[config.mk]
export PLATFORM = sky130hd
export DESIGN_NAME = vend_arbiter
export DESIGN_NICKNAME = d
export VERILOG_FILES = /design/src/rtl/vend_arbiter.sv
export SDC_FILE = /design/constraint.sdc
export NUM_CORES = 1
export LEC_CHECK = 0
export CORE_MARGIN = 2
export CORE_UTILIZATION = 50
export CTS_CLUSTER_DIAMETER = 50
export DETAILED_ROUTE_END_ITERATION = 10
export DONT_BUFFER_PORTS = 1
export SKIP_LAST_GASP = 1
export SYNTH_ARGS = -nofsm -noshare
export SYNTH_HDL_FRONTEND = slang
export SYNTH_SLANG_ARGS = --single-unit
[constraint.sdc]
create_clock -name clk -period 4 [get_ports clk]
set_input_delay 0.2 -clock clk [delete_from_list [all_inputs] [get_ports clk]]
set_output_delay 0.2 -clock clk [all_outputs]
set_load 0.02 [all_outputs]
[src/rtl/vend_arbiter.sv]
// Round-robin arbiter that shares one mini_vending unit among N_REQ stations.
// Optional sales/revenue counters are built when VEND_STATS_EN is defined.
module vend_arbiter #(
  parameter int N_REQ   = 4,
  parameter int TIMEOUT = 8
) (
  input  logic               clk,
  input  logic               rst,
  input  logic [N_REQ-1:0]   req,
  input  logic [6*N_REQ-1:0] money_in,
  input  logic [6*N_REQ-1:0] bev_in,
  output logic [N_REQ-1:0]   gnt,
  output logic [N_REQ-1:0]   done,
  output logic [5:0]         change_out,
  output logic               reject,
  output logic               timeout_err,
  output logic               busy,
  output logic               vm_en,
  output logic [5:0]         vm_money,
  output logic [5:0]         vm_beverage,
  input  logic [5:0]         vm_change,
  input  logic               vm_finish
`ifdef VEND_STATS_EN
  ,
  output logic [15:0]        stat_sales,
  output logic [15:0]        stat_revenue
`endif
);

  localparam int IW = $clog2(N_REQ);

  localparam logic [2:0] S_IDLE   = 3'd0;
  localparam logic [2:0] S_CHECK  = 3'd1;
  localparam logic [2:0] S_LOAD   = 3'd2;
  localparam logic [2:0] S_SELECT = 3'd3;
  localparam logic [2:0] S_WAIT   = 3'd4;
  localparam logic [2:0] S_DONE   = 3'd5;

  logic [2:0]       r_state;
  logic [IW-1:0]    r_rr;
  logic [IW-1:0]    r_win;
  logic [5:0]       r_m;
  logic [5:0]       r_b;
  logic [7:0]       r_cnt;
  logic [N_REQ-1:0] r_gnt;
  logic [N_REQ-1:0] r_done;
  logic [5:0]       r_change;
  logic             r_reject;
  logic             r_terr;
  logic             r_vm_en;
  logic [5:0]       r_vm_money;
  logic [5:0]       r_vm_bev;

  logic [IW:0]      w_sum;
  logic [IW-1:0]    w_pick;
  logic             w_found;
  logic [5:0]       w_m;
  logic [5:0]       w_b;

  // First requesting station at or after the round-robin pointer, wrapping around.
  always_comb begin
    w_sum   = '0;
    w_pick  = '0;
    w_found = 1'b0;
    for (int k = 0; k < N_REQ; k++) begin
      w_sum = {1'b0, r_rr} + (IW+1)'(k);
      if (w_sum >= (IW+1)'(N_REQ))
        w_sum = w_sum - (IW+1)'(N_REQ);
      if (!w_found && req[w_sum[IW-1:0]]) begin
        w_found = 1'b1;
        w_pick  = w_sum[IW-1:0];
      end
    end
  end

  always_comb begin
    w_m = '0;
    w_b = '0;
    for (int k = 0; k < N_REQ; k++) begin
      if (w_pick == IW'(k)) begin
        w_m = money_in[6*k +: 6];
        w_b = bev_in[6*k +: 6];
      end
    end
  end

  always_ff @(posedge clk or posedge rst) begin
    if (rst) begin
      r_state    <= S_IDLE;
      r_rr       <= '0;
      r_win      <= '0;
      r_m        <= '0;
      r_b        <= '0;
      r_cnt      <= '0;
      r_gnt      <= '0;
      r_done     <= '0;
      r_change   <= '0;
      r_reject   <= 1'b0;
      r_terr     <= 1'b0;
      r_vm_en    <= 1'b0;
      r_vm_money <= '0;
      r_vm_bev   <= '0;
    end else begin
      case (r_state)
        S_IDLE: begin
          if (w_found) begin
            r_gnt         <= '0;
            r_gnt[w_pick] <= 1'b1;
            r_win         <= w_pick;
            r_m           <= w_m;
            r_b           <= w_b;
            r_state       <= S_CHECK;
          end
        end
        S_CHECK: begin
          // Free or unaffordable drinks are refused without touching the vending unit.
          if (r_b == 6'd0 || r_b > r_m) begin
            r_done[r_win] <= 1'b1;
            r_reject      <= 1'b1;
            r_change      <= r_m;
            r_state       <= S_DONE;
          end else begin
            r_vm_en    <= 1'b1;
            r_vm_money <= r_m;
            r_state    <= S_LOAD;
          end
        end
        S_LOAD: begin
          r_vm_en    <= 1'b0;
          r_vm_money <= '0;
          r_vm_bev   <= r_b;
          r_state    <= S_SELECT;
        end
        S_SELECT: begin
          r_vm_bev <= '0;
          r_cnt    <= 8'd1;
          r_state  <= S_WAIT;
        end
        S_WAIT: begin
          if (vm_finish) begin
            r_done[r_win] <= 1'b1;
            r_change      <= vm_change;
            r_state       <= S_DONE;
          end else if (r_cnt == 8'(TIMEOUT)) begin
            r_done[r_win] <= 1'b1;
            r_terr        <= 1'b1;
            r_change      <= r_m;
            r_state       <= S_DONE;
          end else begin
            r_cnt <= r_cnt + 8'd1;
          end
        end
        S_DONE: begin
          r_gnt    <= '0;
          r_done   <= '0;
          r_change <= '0;
          r_reject <= 1'b0;
          r_terr   <= 1'b0;
          r_cnt    <= '0;
          r_rr     <= (r_win == IW'(N_REQ-1)) ? '0 : r_win + IW'(1);
          r_state  <= S_IDLE;
        end
        default: r_state <= S_IDLE;
      endcase
    end
  end

`ifdef VEND_STATS_EN
  logic [15:0] r_sales;
  logic [15:0] r_rev;
  logic [16:0] w_rev_sum;

  assign w_rev_sum = {1'b0, r_rev} + 17'(r_b);

  // Only vends that reached the vending unit and finished count as sales.
  always_ff @(posedge clk or posedge rst) begin
    if (rst) begin
      r_sales <= '0;
      r_rev   <= '0;
    end else if (r_state == S_DONE && !r_reject && !r_terr) begin
      r_sales <= (r_sales == 16'hFFFF) ? r_sales : r_sales + 16'd1;
      r_rev   <= w_rev_sum[16] ? 16'hFFFF : w_rev_sum[15:0];
    end
  end

  assign stat_sales   = r_sales;
  assign stat_revenue = r_rev;
`endif

  assign gnt         = r_gnt;
  assign done        = r_done;
  assign change_out  = r_change;
  assign reject      = r_reject;
  assign timeout_err = r_terr;
  assign vm_en       = r_vm_en;
  assign vm_money    = r_vm_money;
  assign vm_beverage = r_vm_bev;
  assign busy        = (r_state != S_IDLE);

endmodule

Word level (Yosys, flattened, before mapping)

Index checks and enable logic that the tools add are counted.

Magnitude comparators: 13
Reductions and logical operators: 28
Bitwise operators: 1
$add $sub $neg: 9
Multiplexer cells: 61
Equality and inequality tests: 17

Operators by type and width:

| operator                                                                      | count |
|---|---|
| 6-bit 2-to-1 mux                                                              | 12 |
| 6-bit case mux with 2 select lines                                            | 2 |
| 8-bit case mux with 3 select lines                                            | 1 |
| 2-bit by 3-bit less-than comparator with 1-bit output (second input constant) | 6 |
| 2-bit 2-to-1 mux                                                              | 9 |
| 6-bit case mux with 3 select lines                                            | 1 |
| 4-bit 2-to-1 mux                                                              | 4 |
| 8-bit 2-to-1 mux                                                              | 2 |
| 3-bit case mux with 5 select lines                                            | 1 |
| 1-bit 2-to-1 mux                                                              | 14 |
| 3-bit 2-to-1 mux                                                              | 4 |
| 2-bit != test (second input constant)                                         | 6 |
| 4-bit case mux with 3 select lines                                            | 1 |
| 2-bit AND reduction                                                           | 5 |
| 2-bit nonzero test                                                            | 5 |
| 3-bit >= comparator (second input constant)                                   | 3 |
| 3-bit AND reduction                                                           | 3 |
| 3-bit nonzero test                                                            | 3 |
| 8-bit by 1-bit adder with 8-bit output (second input constant)                | 1 |
| 1-bit binary-select mux with 2-bit select                                     | 4 |
| 8-bit by 4-bit equality test with 1-bit output (second input constant)        | 1 |
| 4-bit case mux with 2 select lines                                            | 1 |
| 2-bit by 1-bit subtractor with 2-bit output (second input constant)           | 4 |
| 2-bit by 2-bit adder with 3-bit output (second input constant)                | 2 |
| 20 further kinds                                                              | 34 |

Flip-flop bits (word level): 56
Logic and storage cells: 143
Output and inout port bits: 30
Input port bits: 61

Depth between registers and ports, before layout

Gate-level depths: netlist of the first run.

Depth in word-level cells: 20
Mapped depth: 8

Worst setup path after synthesis of the first run

No wires, ideal clock.

Path kind: register -> register
From: register r_m[5]
To: register r_change[0], in the netlist change_out[0]
Required time: 3875 ps
Clock period less this slack: 2020 ps
Buffers on the path: 0
Arrival time: 1895 ps
Library setup time: 125 ps
Stages on the path, launching flop included: 7
Path slack: 1980 ps
Path through: dfrtp_1 inv_1 ha_1 a21o_1 o31ai_1 a31oi_4 mux2_2

Longest elaborated chain between the ends: 4

RTL lines:

| what                          | line | RTL |
|---|---|---|
| start: declaration            | 42   | `logic [5:0] r_m;` |
| start signal: assignment      | 110  | `r_m <= w_m;` |
| 6-bit > comparator            | 117  | `if (r_b == 6'd0 \|\| r_b > r_m) begin` |
| 1-bit logical OR              | 117  |  |
| 2-bit != test (no line)       | n/a  |  |
| 3-bit AND reduction (no line) | n/a  |  |
| end signal: assignment        | 120  | `r_change <= r_m;` |
| end signal: assignment        | 142  | `r_change <= vm_change;` |
| end signal: assignment        | 147  | `r_change <= r_m;` |
| end: declaration              | 47   | `logic [5:0] r_change;` |

No other way between the ends.
A chain may end at the register's enable or synchronous reset.

Final worst setup path of the first run

From: register r_state[0]
To: register r_rr[1]

Longest elaborated chain between the ends: 1

RTL lines:

| what                     | line | RTL |
|---|---|---|
| start: declaration       | 39   | `logic [2:0] r_state;` |
| start signal: assignment | 89   | `r_state <= S_IDLE;` |
| start signal: assignment | 112  | `r_state <= S_CHECK;` |
| start signal: assignment | 121  | `r_state <= S_DONE;` |
| 3-bit equality test      | 104  | `case (r_state)` |
| end signal: assignment   | 160  | `r_rr <= (r_win == IW'(N_REQ-1)) ? '0 : r_win + IW'(1);` |
| end: declaration         | 40   | `logic [IW-1:0] r_rr;` |

No other way between the ends.

==> metrics.yaml, run 1 <==
cells_and_area:
  multi_input_area_sq_um: 1660
  num-nets-final: 396
  n_antenna_cell: 0
  drive_gt1_share_pct: 8.36
  syn_to_final_growth_pct: 4.48
  regArea_sq_um: 1400
  fillCellCount: 579
worst_setup_path:
  r2r_end: "r_rr[1]"
  cp.required_ps: 4200
  rr_worst_depth: 3
  critPathKind: "flip-flop to flip-flop"
  crit_path_start: "r_state[0]"
  cp-start-kind: "flip-flop"
  cp.arrival_ps: 2710
  rr_startpoint: "r_state[0]"
  endpoint: "r_rr[1]"
  endpoint_kind: "flip-flop"
  crit_path_max_fanout: 21
  r2r_setup_slack_ps: 1490
route:
  wl_met3_um: 450
  vias: 2406
  wl_met2_um: 3450
  drtIter0Drc: 148
  wl_um: 7290
  drtPass1Iterations: 4
  postRouteAntennaNets: 0
  drc: 0
  wire_per_inst_um: 18.2
  vias_per_cell: 6.02
  wl_met1_um: 3320
  top_layer_used: "met4"
clock_tree:
  cts_sinks: 56
  cts_tree: "yes"
  clk_latency_ps: 310
  cts_made_buffers: 5
  cts.htree.levels: 2
  root_buffer: "clkbuf_8"
  clk_pin_slew_worst_paths_ps: 100
  clockBufferDepth: 2
floorplanning:
  coreArea_sq_um: 6280
  initial_core_util_pct: 51.1
  num_rows: 29
  die_w_um: 84.1
  io_pins: 91
  die_h_um: 84.1
  die_area_sq_um: 7080
run:
  drv_cap: 0
global_routing:
  grt_max_degree: 57
  grt_pass1_wl_um: 12500
  grt_use_total_pct: 21.7
  antenna_found_initial: 0
  grt_overflow: 0
  grt_pass1_vias: 2436
pwr:
  ir_drop_v: 0.000415
  leakage_nw: 1.61
  cellPowerDensity_nw_per_um2: 853
  finalPower_mw: 2.86
yosys:
  syn-instance-count: 328
  synthFlopType: "dfrtp_1"
  synth-seq-cells: 56
  synth_nets: 401
  synthMostInstantiatedCell: "dfrtp_1"
  netlist_top_cells_count: "56 x dfrtp_1, 41 x nand2_1, 24 x mux2i_1, 23 x nor2_1, 17 x inv_1"
  synth_area_leaders: "dfrtp_1 44%, mux2i_1 7.5%, nand2_1 4.8%"
  synth_top_cell_by_area: "dfrtp_1"
  syn_area_per_cell_sq_um: 9.79
  ys.warnings.count: 0
  synth_top_area_share_pct: 43.6
  synth-edff-count: 0
  synthDistinctLibCells: 48
  seq_area_frac_synth_pct: 43.6
  synth_area_sq_um: 3210
  synthArstFlopShare_pct: 100
place:
  routabilityCongestion: 0.822
  port-buffer-count: 0
  dp_hpwl_um: 5420
timing:
  setup_viol: 0
  final.min_clock_period_ps: 2510
  finalCritPeriodShare_pct: 62.7
  slew_headroom_pct: 38.6
  timing.setup.tns_ps: 0
  finalHoldViolations: 0
  worst_pin_slew_ps: 914
  slew_violations: 0
  fmax_ghz: 0.399
  rsz0062_at_grt: "false"
  finClkSkew_ps: 7.90
hold_path:
  min_path_type: "input port to flip-flop"
status:
  outcome: "finished, final reports clean"
worst min path at each step:
stage | from | end | slack, ps | cells after the start
2_1_floorplan | money_in[23] | r_m[5] | 410 | 2
3_3_place_gp | rst | change_out[4] | 340 | 2
3_5_place_dp | rst | done[0] | 340 | 2
4_1_cts | bev_in[10] | r_b[4] | 120 | 2
5_1_grt | bev_in[10] | r_b[4] | 130 | 2
6_report | bev_in[10] | r_b[4] | 130 | 2
registers in the layout, indices dropped and copies added (netlist names), 2 cells and up:
| name | cells |
|---|---|
| change_out | 6 |
| gnt | 4 |
| r_win | 2 |
| done | 4 |
| vm_beverage | 6 |
| r_state | 3 |
| vm_money | 6 |
| r_m | 6 |
| r_cnt | 8 |
| r_rr | 2 |
| r_b | 6 |
placed cells by master (no fill, tap or decap), types with 2 or more instances in the layout:
cell type,n
a32o_1,4
o31ai_1,9
xor2_1,5
nand2_1,41
nor2b_1,8
o221ai_1,13
nor2_1,23
a32oi_1,2
buf_4,3
clkbuf_8,7
nand2b_1,3
a21o_1,8
mux2i_1,24
dfrtp_1,56
inv_1,16
nor2_2,2
o21ai_0,16
nor3_1,4
a21oi_1,10
a22o_1,10
or3_1,2
ha_1,12
nand3_1,5
nand4_1,10
mux2_2,8
cell type report:
type	instances	area share, %
Sequential cell	56	41.8
Inverter	18	2.01
Tap cell	77	2.87
Multi-Input combinational cell	238	49.5
Clock buffer	7	2.87
Timing Repair Buffer	4	0.970
routing by layer:
| metal | track usage [%] | vias up |
|---|---|---|
| met5 | 0 | - |
| met4 | 3.96 | 0 |
| met3 | 5.60 | 6 |
| met2 | 34.9 | 78 |
| met1 | 30.0 | 1136 |
| li1 | - | 1186 |
logic make-up after synthesis:
logic type                 share of synthesized area (%)
adders and majority gates                           4.68
muxes                                               10.3
DFF                                                 43.6
AOI/OAI and AO/OA                                   19.4
and+or+nand+nor                                     15.9
xor gates and xnor gates                            1.36
buffers and inverters                               4.64
stage by stage:
step | instance area (sq um) | hold slack [ps] | setup slack (ps) | util [%] | std cells
global placement | 3250 | 336 | 1600 | 51.7 | 392
global route | 3350 | 133 | 1330 | 53.4 | 400
floorplan | 3210 | 409 | 1980 | - | 328
CTS | 3350 | 122 | 1500 | 53.4 | 400
finish | 3350 | 128 | 1490 | 53.4 | 400
detailed placement | 3250 | 337 | 1530 | 51.7 | 392
worst max-delay path, stage by stage (launching register included):
cell	delay, ps
dfrtp_1	730
clkinv_1	420
nor3_1	830
mux2_2	410
repair_timing:
item,CTS,global route
gates resized for setup,0,0
hold endpoints to repair,32,0
hold buffers,1,0
buffers inserted,0,0
endpoints found under the setup margin,0,0
where the power goes:
part / switching (mW) / internal [mW]
logic: 0.752 / 0.562
clock network: 0.174 / 0.155
registers: 0.422 / 0.797
total: 1.35 / 1.51
(Power assumes the default switching activity.)
==> inputs of run 2 (changes only) <==
ABC_AREA = 1   (was unset)
clock period = 2.5 ns   (was 4 ns; I/O delays follow)
==> run 2 against run 1 <==
  * Sequential power up 48%
  * Wire length up 6.4%
  * First-iteration DRC count is 7.4% lower
  * Hold slack got worse by 97 ps
  * Sequential cell count unchanged
  * Global-route usage shrank 0.16 points
  * Non-clock buffer count up 3
  * Critical endpoint is now r_m[5]
==> metrics.yaml, run 2 <==
status:
  outcome: "finished, final reports clean"
yosys:
  synthFlopType: "dfrtp_1"
  synth_adder_area_share_pct: 4.36  # -0.32 points
  synthMostInstantiatedCell: "nand2_1"
  synth-seq-cells: 56  # unchanged
  seq_area_frac_synth_pct: 40.7  # -3.0 points
  synth_area_sq_um: 3450  # +7.3%
  syn-instance-count: 471  # +44%
  synth-compound-area-share_pct: 10.3  # -9.1 points
  synth-edff-count: 0  # unchanged
  synth_area_leaders: "dfrtp_1 41%, nand2_1 15%, nand3_1 7.1%"
  syn_area_per_cell_sq_um: 7.32  # -25%
  synthMuxAreaShare_pct: 0  # -10 points
  synth_top_area_share_pct: 40.7  # -3.0 points
  synthDistinctLibCells: 36  # -25%
  synth-simple-area-share_pct: 35.3  # +19 points
  synth_top_family_by_area: "simple AND/OR/NAND/NOR gates"
  synth_top_cell_by_area: "dfrtp_1"
  synth_xor_xnor_area_share_pct: 0.508  # -0.86 points
  synth_nets: 544  # +36%
  synthArstFlopShare_pct: 100  # unchanged
  ys.warnings.count: 0  # unchanged
  netlist_top_cells_count: "137 x nand2_1, 56 x dfrtp_1, 49 x nand3_1, 47 x inv_1, 38 x o21ai_0"
place:
  place_area_sq_um: 3500  # +7.9%
  dp_hpwl_um: 6010  # +11%
  routabilityCongestion: 0.883  # +7.5%
  port-buffer-count: 0  # unchanged
global_routing:
  grt_use_total_pct: 21.5  # -0.16 points
  antenna_found_initial: 0  # unchanged
  gr-usage-met3_pct: 4.45  # -1.1 points
  grt_max_degree: 33  # -42%
  met1_usage_pct: 29.8  # -0.22 points
  top_usage_layer: "met2"
  grt_pass1_wl_um: 12900  # +2.9%
  grt_overflow: 0  # unchanged
  met2_usage_pct: 34.6  # -0.36 points
  grt_pass1_vias: 2768  # +14%
clock_tree:
  root_buffer: "clkbuf_8"
  postCtsSetupBuffers: 0  # unchanged
  clockBufferDepth: 2  # unchanged
  clk_latency_ps: 310  # about the same
  clk_pin_slew_worst_paths_ps: 100  # about the same
  cts_tree: "yes"
  cts_sinks: 56  # unchanged
  cts_made_buffers: 5  # unchanged
  cts.htree.levels: 2  # unchanged
pwr:
  cellPowerDensity_nw_per_um2: 1550  # +82%
  ir_drop_v: 0.00139  # +240%
  leakage_nw: 1.85  # +15%
floorplanning:
  io_pins: 91  # unchanged
  die_area_sq_um: 7570  # +7.0%
  die_w_um: 87.0  # +3.4%
  die_h_um: 87.0  # +3.4%
  coreArea_sq_um: 6720  # +7.0%
  num_rows: 30  # +3.4%
  initial_core_util_pct: 51.3  # +0.14 points
route:
  vias: 2943  # +22%
  drc: 0  # unchanged
  vias_per_cell: 5.31  # -12%
  drtPass1Iterations: 4  # unchanged
  postRouteAntennaNets: 0  # unchanged
  drtIter0Drc: 137  # -7.4%
  wl_um: 7750  # +6.4%
  wire_per_inst_um: 14.0  # -23%
cells_and_area:
  drive_gt1_share_pct: 11.4  # +3.0 points
  n_antenna_cell: 0  # unchanged
  fillCellCount: 649  # +12%
  num-nets-final: 546  # +38%
  mostFrequentLayoutCell: "nand2_1"
  largest_reg_flops: 8  # unchanged
  regMostFlops: "r_cnt"
  regArea_sq_um: 1400  # about the same
  multi_input_area_sq_um: 1740  # +4.8%
  layout_common_cells: "137 x nand2_1, 55 x dfrtp_1, 49 x nand3_1"
  fin_area_sq_um: 3640  # +8.5%
  syn_to_final_growth_pct: 5.63
worst_setup_path:
  cp.required_ps: 2710  # -1490 ps
  cp-start-kind: "flip-flop"
  crit_path_max_fanout: 17  # -19%
  cp.arrival_ps: 2370  # -340 ps
  critPathKind: "flip-flop to flip-flop"
  endpoint_kind: "flip-flop"
timing:
  slew_headroom_pct: 55.0  # +16 points
  finalHoldViolations: 0  # unchanged
  slew_violations: 0  # unchanged
  rsz0062_at_grt: "false"
  final.min_clock_period_ps: 2160  # -348 ps
  setup_viol: 0  # unchanged
  timing.setup.tns_ps: 0  # unchanged
  finalCritPeriodShare_pct: 86.4  # +24 points
  finClkSkew_ps: 9.18  # +1.27 ps
  worst_pin_slew_ps: 675  # -239 ps
  fmax_ghz: 0.463  # +16%
hold_path:
  min_path_type: "input port to flip-flop"
run:
  drv_cap: 0  # unchanged
==> run 2: cell types whose count changed in the layout (fill, tap and decap cells not counted), sizes merged, moves of 5 or more <==
cell and delta:
inv +38, mux2i -24, nand3 +48, o31ai -6, o21ai +32, nand4 -5, nand2 +110, mux2 -8
a22o -10, nor2b -8, o221ai -13, nor2 +20, a21o -8
==> run 2: cells by family after synthesis <==
family                     after synthesis
buffers and inverters                   70
DFF                                     56
xor gates and xnor gates                 2
and+or+nand+nor                        264
adders and majority gates               12
AOI/OAI and AO/OA                       67
==> run 2: final cells by class <==
cell class / count / share of cell area (%)
multi-input cells: 345 / 47.8
flip-flops and latches: 56 / 38.5
inverters: 58 / 6.15
well taps: 80 / 2.75
clock buffers: 5 / 1.89
repair buffers: 7 / 1.58
clock inverters: 3 / 1.27
==> run 2: critical path: stages (launching register included) <==
cell and delay, ps:
dfrtp_2 510, inv_2 140, nand2_1 100, nand3_2 80, nand2_2 90, nor2_4 160, nand3_2 100, nand3_2 90
nand2_4 140, inv_4 170, nand2_4 150, nor2_2 110, nor2_1 40, nand2_1 100, nand2_1 50
==> run 2: where the power goes <==
part           internal, mW  switching (mW)  total (mW)
logic                  1.03            2.19        3.22
registers              1.28           0.529        1.81
clock network         0.304           0.309       0.613
==> run 2: per-stage QoR <==
stage,std cells,utilization [%],hold slack [ps],worst slack [ps],power [mW]
finish,554,54.2,30.5,341,5.65
global route,554,54.2,43.7,110,6.25
CTS,554,54.2,22.0,218,5.69
detailed placement,544,52.1,152,240,5.06
global placement,544,52.1,142,307,4.99
floorplan,471,-,286,688,4.49
==> run 2: path summary, 6_finish.rpt <==
check | from | to | slack, ps | depth (start not counted)
setup / recovery | r_rr[0] | r_m[5] | 340 | 14
hold / removal | money_in[20] | r_m[2] | 30 | 4
setup reg to reg | r_rr[0] | r_m[5] | 340 | 14
hold reg to reg | r_m[5] | r_m[5] | 490 | 2
max in group asynchronous | rst | r_m[3] | 1480 | 3
min in group asynchronous | rst | change_out[4] | 360 | 2
==> run 2: timing repair <==
item,4_1_cts,5_1_grt
hold buffers,2,0
gates resized for setup,0,1
endpoints found under the setup margin,0,5
endpoints found under the hold margin,31,0
==> run 2: per-layer routing <==
layer | wire length [um] | vias to the layer above
met2 | 3550 | 87
met1 | 3700 | 1324
met4 | 66 | 0
met3 | 440 | 4
met5 | 0 | -
li1 | - | 1528
